<file path="src/rtl/csi_tx_packetizer.sv">
// 2-lane CSI-2 byte-level packet transmitter: sync, header+ECC, payload, CRC-16, trail.
// Byte-clock domain; per-lane bytes on tx_data[7:0] (lane 0) and tx_data[15:8] (lane 1).
module csi_tx_packetizer #(
    parameter int unsigned GAP_CYCLES = 8,
    parameter logic [7:0]  SYNC_BYTE  = 8'hB8
) (
    input  logic        clk,
    input  logic        areset_n,
    input  logic        pkt_req,
    output logic        pkt_ack,
    input  logic [1:0]  pkt_vc,
    input  logic [5:0]  pkt_dt,
    input  logic [15:0] pkt_wc,
    input  logic [15:0] pay_data,
    input  logic        pay_valid,
    output logic        pay_ready,
    output logic [15:0] tx_data,
    output logic        tx_hs_active,
    output logic        busy,
    input  logic        err_clr,
    output logic        err_underrun,
    output logic        err_odd_wc
);
    // state   | meaning
    // IDLE    | waiting for pkt_req
    // SYNC    | leader byte on both lanes
    // HDR0    | DI on lane 0, wc[7:0] on lane 1
    // HDR1    | wc[15:8] on lane 0, ECC on lane 1
    // PAYLOAD | payload beats, pay_data passed straight through
    // CRC     | CRC-16 bytes
    // TRAIL   | inverted bit7 of each lane's previous byte
    // GAP     | LP gap before the next request
    typedef enum logic [2:0] {IDLE, SYNC, HDR0, HDR1, PAYLOAD, CRC, TRAIL, GAP} state_t;

    localparam int GW = (GAP_CYCLES > 1) ? $clog2(GAP_CYCLES) : 1;

    state_t        state;
    logic [1:0]    vc_q;
    logic [5:0]    dt_q;
    logic [15:0]   wc_q;
    logic [14:0]   beat_cnt;
    logic [GW-1:0] gap_cnt;
    logic [15:0]   crc;
    logic [15:0]   tx_q;
    logic          hs_q;

    logic [7:0]    di;
    logic          long_pkt;
    logic          req_odd;
    logic [15:0]   beat_data;
    logic [15:0]   crc_upd;
    logic [15:0]   trail_data;

    function automatic logic [15:0] crc_byte(input logic [15:0] c_in, input logic [7:0] b);
        logic [15:0] c;
        logic        fb;
        c = c_in;
        for (int i = 0; i < 8; i++) begin
            fb = c[0] ^ b[i];
            c  = {fb, c[15:1]} ^ {5'b0, fb, 6'b0, fb, 3'b0};
        end
        return c;
    endfunction

    function automatic logic [5:0] ecc6(input logic [23:0] d);
        logic [5:0] p;
        p[0] = ^(d & 24'hF12CB7);
        p[1] = ^(d & 24'hF2555B);
        p[2] = ^(d & 24'h749A6D);
        p[3] = ^(d & 24'hB8E38E);
        p[4] = ^(d & 24'hDF03F0);
        p[5] = ^(d & 24'hEFFC00);
        return p;
    endfunction

    assign di         = {vc_q, dt_q};
    assign long_pkt   = (dt_q[5:4] != 2'b00);
    assign req_odd    = (pkt_dt[5:4] != 2'b00) && pkt_wc[0];
    assign beat_data  = pay_valid ? pay_data : 16'h0000;
    assign crc_upd    = crc_byte(crc_byte(crc, beat_data[7:0]), beat_data[15:8]);
    assign trail_data = {tx_data[15] ? 8'h00 : 8'hFF, tx_data[7] ? 8'h00 : 8'hFF};

    // HS cannot stall, so payload bypasses the output register to keep pay_ready same-cycle
    assign pkt_ack      = areset_n && (state == IDLE) && pkt_req;
    assign pay_ready    = (state == PAYLOAD);
    assign busy         = (state != IDLE);
    assign tx_hs_active = hs_q;
    assign tx_data      = (state == PAYLOAD) ? beat_data : tx_q;

    always_ff @(posedge clk or negedge areset_n) begin
        if (!areset_n) begin
            state    <= IDLE;
            vc_q     <= '0;
            dt_q     <= '0;
            wc_q     <= '0;
            beat_cnt <= '0;
            gap_cnt  <= '0;
            crc      <= 16'hFFFF;
            tx_q     <= '0;
            hs_q     <= 1'b0;
        end else begin
            case (state)
                IDLE: begin
                    if (pkt_ack) begin
                        vc_q <= pkt_vc;
                        dt_q <= pkt_dt;
                        wc_q <= pkt_wc;
                        crc  <= 16'hFFFF;
                        if (!req_odd) begin
                            state <= SYNC;
                            hs_q  <= 1'b1;
                            tx_q  <= {SYNC_BYTE, SYNC_BYTE};
                        end
                    end
                end
                SYNC: begin
                    state <= HDR0;
                    tx_q  <= {wc_q[7:0], di};
                end
                HDR0: begin
                    state <= HDR1;
                    tx_q  <= {2'b00, ecc6({wc_q, di}), wc_q[15:8]};
                end
                HDR1: begin
                    if (!long_pkt) begin
                        state <= TRAIL;
                        tx_q  <= trail_data;
                    end else if (wc_q[15:1] == 15'd0) begin
                        state <= CRC;
                        tx_q  <= crc;
                    end else begin
                        state    <= PAYLOAD;
                        beat_cnt <= wc_q[15:1] - 15'd1;
                        tx_q     <= '0;
                    end
                end
                PAYLOAD: begin
                    crc <= crc_upd;
                    if (beat_cnt == 15'd0) begin
                        state <= CRC;
                        tx_q  <= crc_upd;
                    end else begin
                        beat_cnt <= beat_cnt - 15'd1;
                    end
                end
                CRC: begin
                    state <= TRAIL;
                    tx_q  <= trail_data;
                end
                TRAIL: begin
                    state   <= GAP;
                    hs_q    <= 1'b0;
                    tx_q    <= '0;
                    gap_cnt <= GW'(GAP_CYCLES - 1);
                end
                GAP: begin
                    if (gap_cnt == '0) state <= IDLE;
                    else               gap_cnt <= gap_cnt - 1'b1;
                end
                default: state <= IDLE;
            endcase
        end
    end

    always_ff @(posedge clk or negedge areset_n) begin
        if (!areset_n) begin
            err_underrun <= 1'b0;
            err_odd_wc   <= 1'b0;
        end else if (err_clr) begin
            err_underrun <= 1'b0;
            err_odd_wc   <= 1'b0;
        end else begin
            if ((state == PAYLOAD) && !pay_valid) err_underrun <= 1'b1;
            if (pkt_ack && req_odd)               err_odd_wc   <= 1'b1;
        end
    end

endmodule
</file>
<file path="config.mk">
export PLATFORM = sky130hd
export DESIGN_NAME = csi_tx_packetizer
export DESIGN_NICKNAME = d
export VERILOG_FILES = /design/src/rtl/csi_tx_packetizer.sv
export SDC_FILE = /design/constraint.sdc
export NUM_CORES = 1
export LEC_CHECK = 0
export CAP_MARGIN = 5
export CORE_MARGIN = 5
export CORE_UTILIZATION = 55
export CTS_CLUSTER_SIZE = 24
export DETAILED_ROUTE_END_ITERATION = 8
export GPL_ROUTABILITY_DRIVEN = 0
export HOLD_SLACK_MARGIN = 0.15
export PLACE_DENSITY = 0.8
export SLEW_MARGIN = 20
export SYNTH_ARGS = -nofsm -noshare
export SYNTH_HDL_FRONTEND = slang
export SYNTH_SLANG_ARGS = --single-unit
</file>
<file path="constraint.sdc">
create_clock -name clk -period 7.15 [get_ports clk]
set_clock_uncertainty 0.2 [all_clocks]
set_input_delay 0.715 -clock clk [delete_from_list [all_inputs] [get_ports clk]]
set_output_delay 0.715 -clock clk [all_outputs]
set_load 0.03 [all_outputs]
</file>
==> impl_metrics.env <==
export IMPL_status="finished clean"
export IMPL_rr_worst_depth=9
export IMPL_antenna_cells=0
export IMPL_initial_core_util_pct=56.6
export IMPL_worstSetupStartpointType="flip-flop"
export IMPL_area_growth_synth_to_final_pct=14.2
export IMPL_cts_hold_buf=0
export IMPL_relSlewSlack_pct=39.5
export IMPL_post_cts_buffers=0
export IMPL_clock_sinks=80
export IMPL_cap_violations=0
export IMPL_antenna_found_initial=0
export IMPL_ys_seq_area_share_pct=32.7
export IMPL_fin_tns_setup_ps=0
export IMPL_rrSetupSlack_ps=2610
export IMPL_grt_use_total_pct=26.2
export IMPL_r2r_end="beat_cnt[8]"
export IMPL_fin_crit_ps=4940
export IMPL_vias_per_cell=6.27
export IMPL_worstPathMaxFanout=73
export IMPL_num_vias=5507
export IMPL_grt_ovfl_total=0
export IMPL_insertion_delay_ps=340
export IMPL_cts_resized=0
export IMPL_cts_buffer_depth=2
export IMPL_wl_per_cell_microns=19.2
export IMPL_crit_path_end_kind="output port"
export IMPL_fmax_mhz=203
export IMPL_core_area_sq_um=10900
export IMPL_ys_flop_type="dfrtp_1"
export IMPL_critPathArrivalTime_ps=4020
export IMPL_cts_root_buf="clkbuf_16"
export IMPL_hold_viol_final=0
export IMPL_grt_setup_unrepaired="false"
export IMPL_syn_nets=756
export IMPL_regArea_sq_um=2020
export IMPL_crit_type="flip-flop to output port"
export IMPL_dpl_cell_area_sq_um=6780
export IMPL_timing_final_crit_share_pct=69.0
export IMPL_cts_tree="yes"
export IMPL_multi_input_area_sq_um=3810
export IMPL_grt_first_pass_wirelength_microns=28000
export IMPL_hold_start="gap_cnt[0]"
export IMPL_drt_initial_drc_count=668
export IMPL_synthCells=707
export IMPL_drt_total_wl_microns=16900
export IMPL_avgSynthCellArea_sq_um=8.76
export IMPL_syn_area_sq_um=6190
export IMPL_worst_slew_pin_slew_ps=908
export IMPL_chipHeight_microns=116
export IMPL_holdCritPathClass="flip-flop to flip-flop"
export IMPL_drcViolationCount=0
export IMPL_dr_pass1_iters=7
export IMPL_hold_end="gap_cnt[0]"
export IMPL_hold_ws_ps=252
export IMPL_synth_async_reset_ratio_pct=100
export IMPL_portBuffers=66
export IMPL_fillerInstances=905
export IMPL_die_w_microns=116
export IMPL_grt_pass1_vias=5379
export IMPL_hold_path_depth=1
export IMPL_synth_edff_count=0
export IMPL_nets=782
export IMPL_core_rowCount=38
export IMPL_setup_violations=0
export IMPL_grt_max_degree=81
export IMPL_worstReg2RegStart="state[2]"
export IMPL_antenna_left=0
export IMPL_h_tree_depth=3
export IMPL_maxSlewViolCount=0
export IMPL_synth_seq_cells=80
export IMPL_final_area_sq_um=7070
export IMPL_path_clk_slew_ps=60
export IMPL_design_die_area_sq_um=13500
export IMPL_hpwl_microns=12400
export IMPL_yosys_warnings=0
export IMPL_pin_count=67
export IMPL_required_ps=6230
export IMPL_cts_made_buffers=9
export IMPL_drive_above_1_share_pct=9.89
export IMPL_synth_cell_types=83
-- area by class of cell --
type,count,area share [%]
clock inverter,5,0.814
multi-input combinational,550,53.8
tap,140,2.48
clock buffer,11,3.29
sequential,80,28.6
inverter,22,1.19
timing repair buffer,70,9.79
-- layer usage --
layer  vias up  routed length (microns)  track usage [%]
met4         0                      428             9.13
met3        31                     1380             4.09
met1      2633                     7140             36.0
met5         -                        0                0
met2       294                     7920             42.3
li1       2549                        -                -
-- state kept, by name, summed over array words and instances (netlist names) --
| name | cells |
|---|---|
| err_odd_wc | 1 |
| crc | 16 |
| beat_cnt | 15 |
| err_underrun | 1 |
| vc_q | 2 |
| dt_q | 6 |
| tx_hs_active | 1 |
| tx_q | 16 |
| wc_q | 16 |
| state | 3 |
| gap_cnt | 3 |
-- placed cells by master (no fill, tap or decap), drive strengths merged, types with 14 or more instances in the layout --
| master | Yosys | routed |
|---|---|---|
| a21oi | 38 | 38 |
| clkdlybuf4s50 | 0 | 65 |
| dfrtp | 64 | 64 |
| dfstp | 16 | 16 |
| inv | 21 | 21 |
| mux2 | 14 | 14 |
| mux2i | 18 | 18 |
| nand2 | 89 | 89 |
| nand3 | 18 | 18 |
| nor2 | 48 | 48 |
| nor3 | 24 | 24 |
| o21ai | 63 | 63 |
| xnor2 | 61 | 61 |
| xor2 | 32 | 32 |
-- worst max-delay path by stage --
| stage | from | to | slack (ps) |
|---|---|---|---|
| after global placement | state[2] | beat_cnt[3] | 2670 |
| after global routing | state[2] | tx_data[7] | 1930 |
| after CTS | state[2] | tx_data[7] | 2290 |
| after detailed placement | state[2] | tx_data[7] | 2640 |
| final | state[2] | tx_data[7] | 2210 |
| after floorplan | state[1] | tx_data[7] | 4030 |
-- cell families (layout without fill, tap and decap cells) --
family                     count (synthesis)  in the layout  synth area share [%]
DFF                                       80             80                  32.7
and+or+nand+nor                          224            224                  17.6
xor gates and xnor gates                 106            106                  17.9
adders and majority gates                  4              4                 0.808
buffers and inverters                     77            108                  5.96
AOI/OAI and AO/OA                        184            184                  19.6
muxes                                     32             32                  5.46
-- cell usage after synthesis, drive strengths merged, types with 4 or more instances --
| library cell | count | area (sq um) |
|---|---|---|
| xnor2 | 61 | 534 |
| o22ai | 9 | 56.3 |
| ha | 4 | 50.1 |
| a21o | 5 | 38.8 |
| a32oi | 4 | 35.0 |
| and3 | 7 | 43.8 |
| xor2 | 32 | 280 |
| buf | 32 | 198 |
| mux2 | 14 | 158 |
| nor3 | 24 | 136 |
| dfrtp | 64 | 1600 |
| nand2 | 89 | 334 |
| nor4 | 5 | 52.6 |
| dfstp | 16 | 420 |
| a211oi | 7 | 57.6 |
| nor2 | 48 | 183 |
| mux2i | 18 | 180 |
| a31oi | 9 | 56.3 |
| a22oi | 8 | 60.1 |
| clkbuf | 23 | 87.6 |
| o211ai | 8 | 60.1 |
| o21ai | 63 | 319 |
| a21oi | 38 | 190 |
| nand3 | 18 | 100 |
| or4 | 4 | 38.8 |
| xnor3 | 11 | 249 |
| nand2b | 5 | 31.3 |
| or3 | 4 | 25.0 |
| inv | 21 | 78.8 |
| and2 | 7 | 46.3 |
-- metrics by stage --
| stage | setup slack [ps] | utilization, % | cells |
|---|---|---|---|
| floorplan | 4030 | - | 707 |
| global placement | 2670 | 61.9 | 861 |
| detailed placement | 2640 | 62.0 | 862 |
| CTS | 2290 | 64.6 | 878 |
| global route | 1930 | 64.6 | 878 |
| finish | 2210 | 64.6 | 878 |
-- worst max-delay path, stage by stage, from the launching register on --
cell,delay (ps)
dfrtp_1,710
or3b_2,350
buf_4,550
clkinv_2,900
o21ai_0,410
clkdlybuf4s50_1,720
Power is not shown: default switching activity piles up to over one toggle a cycle in this logic, so the estimate is an artifact.
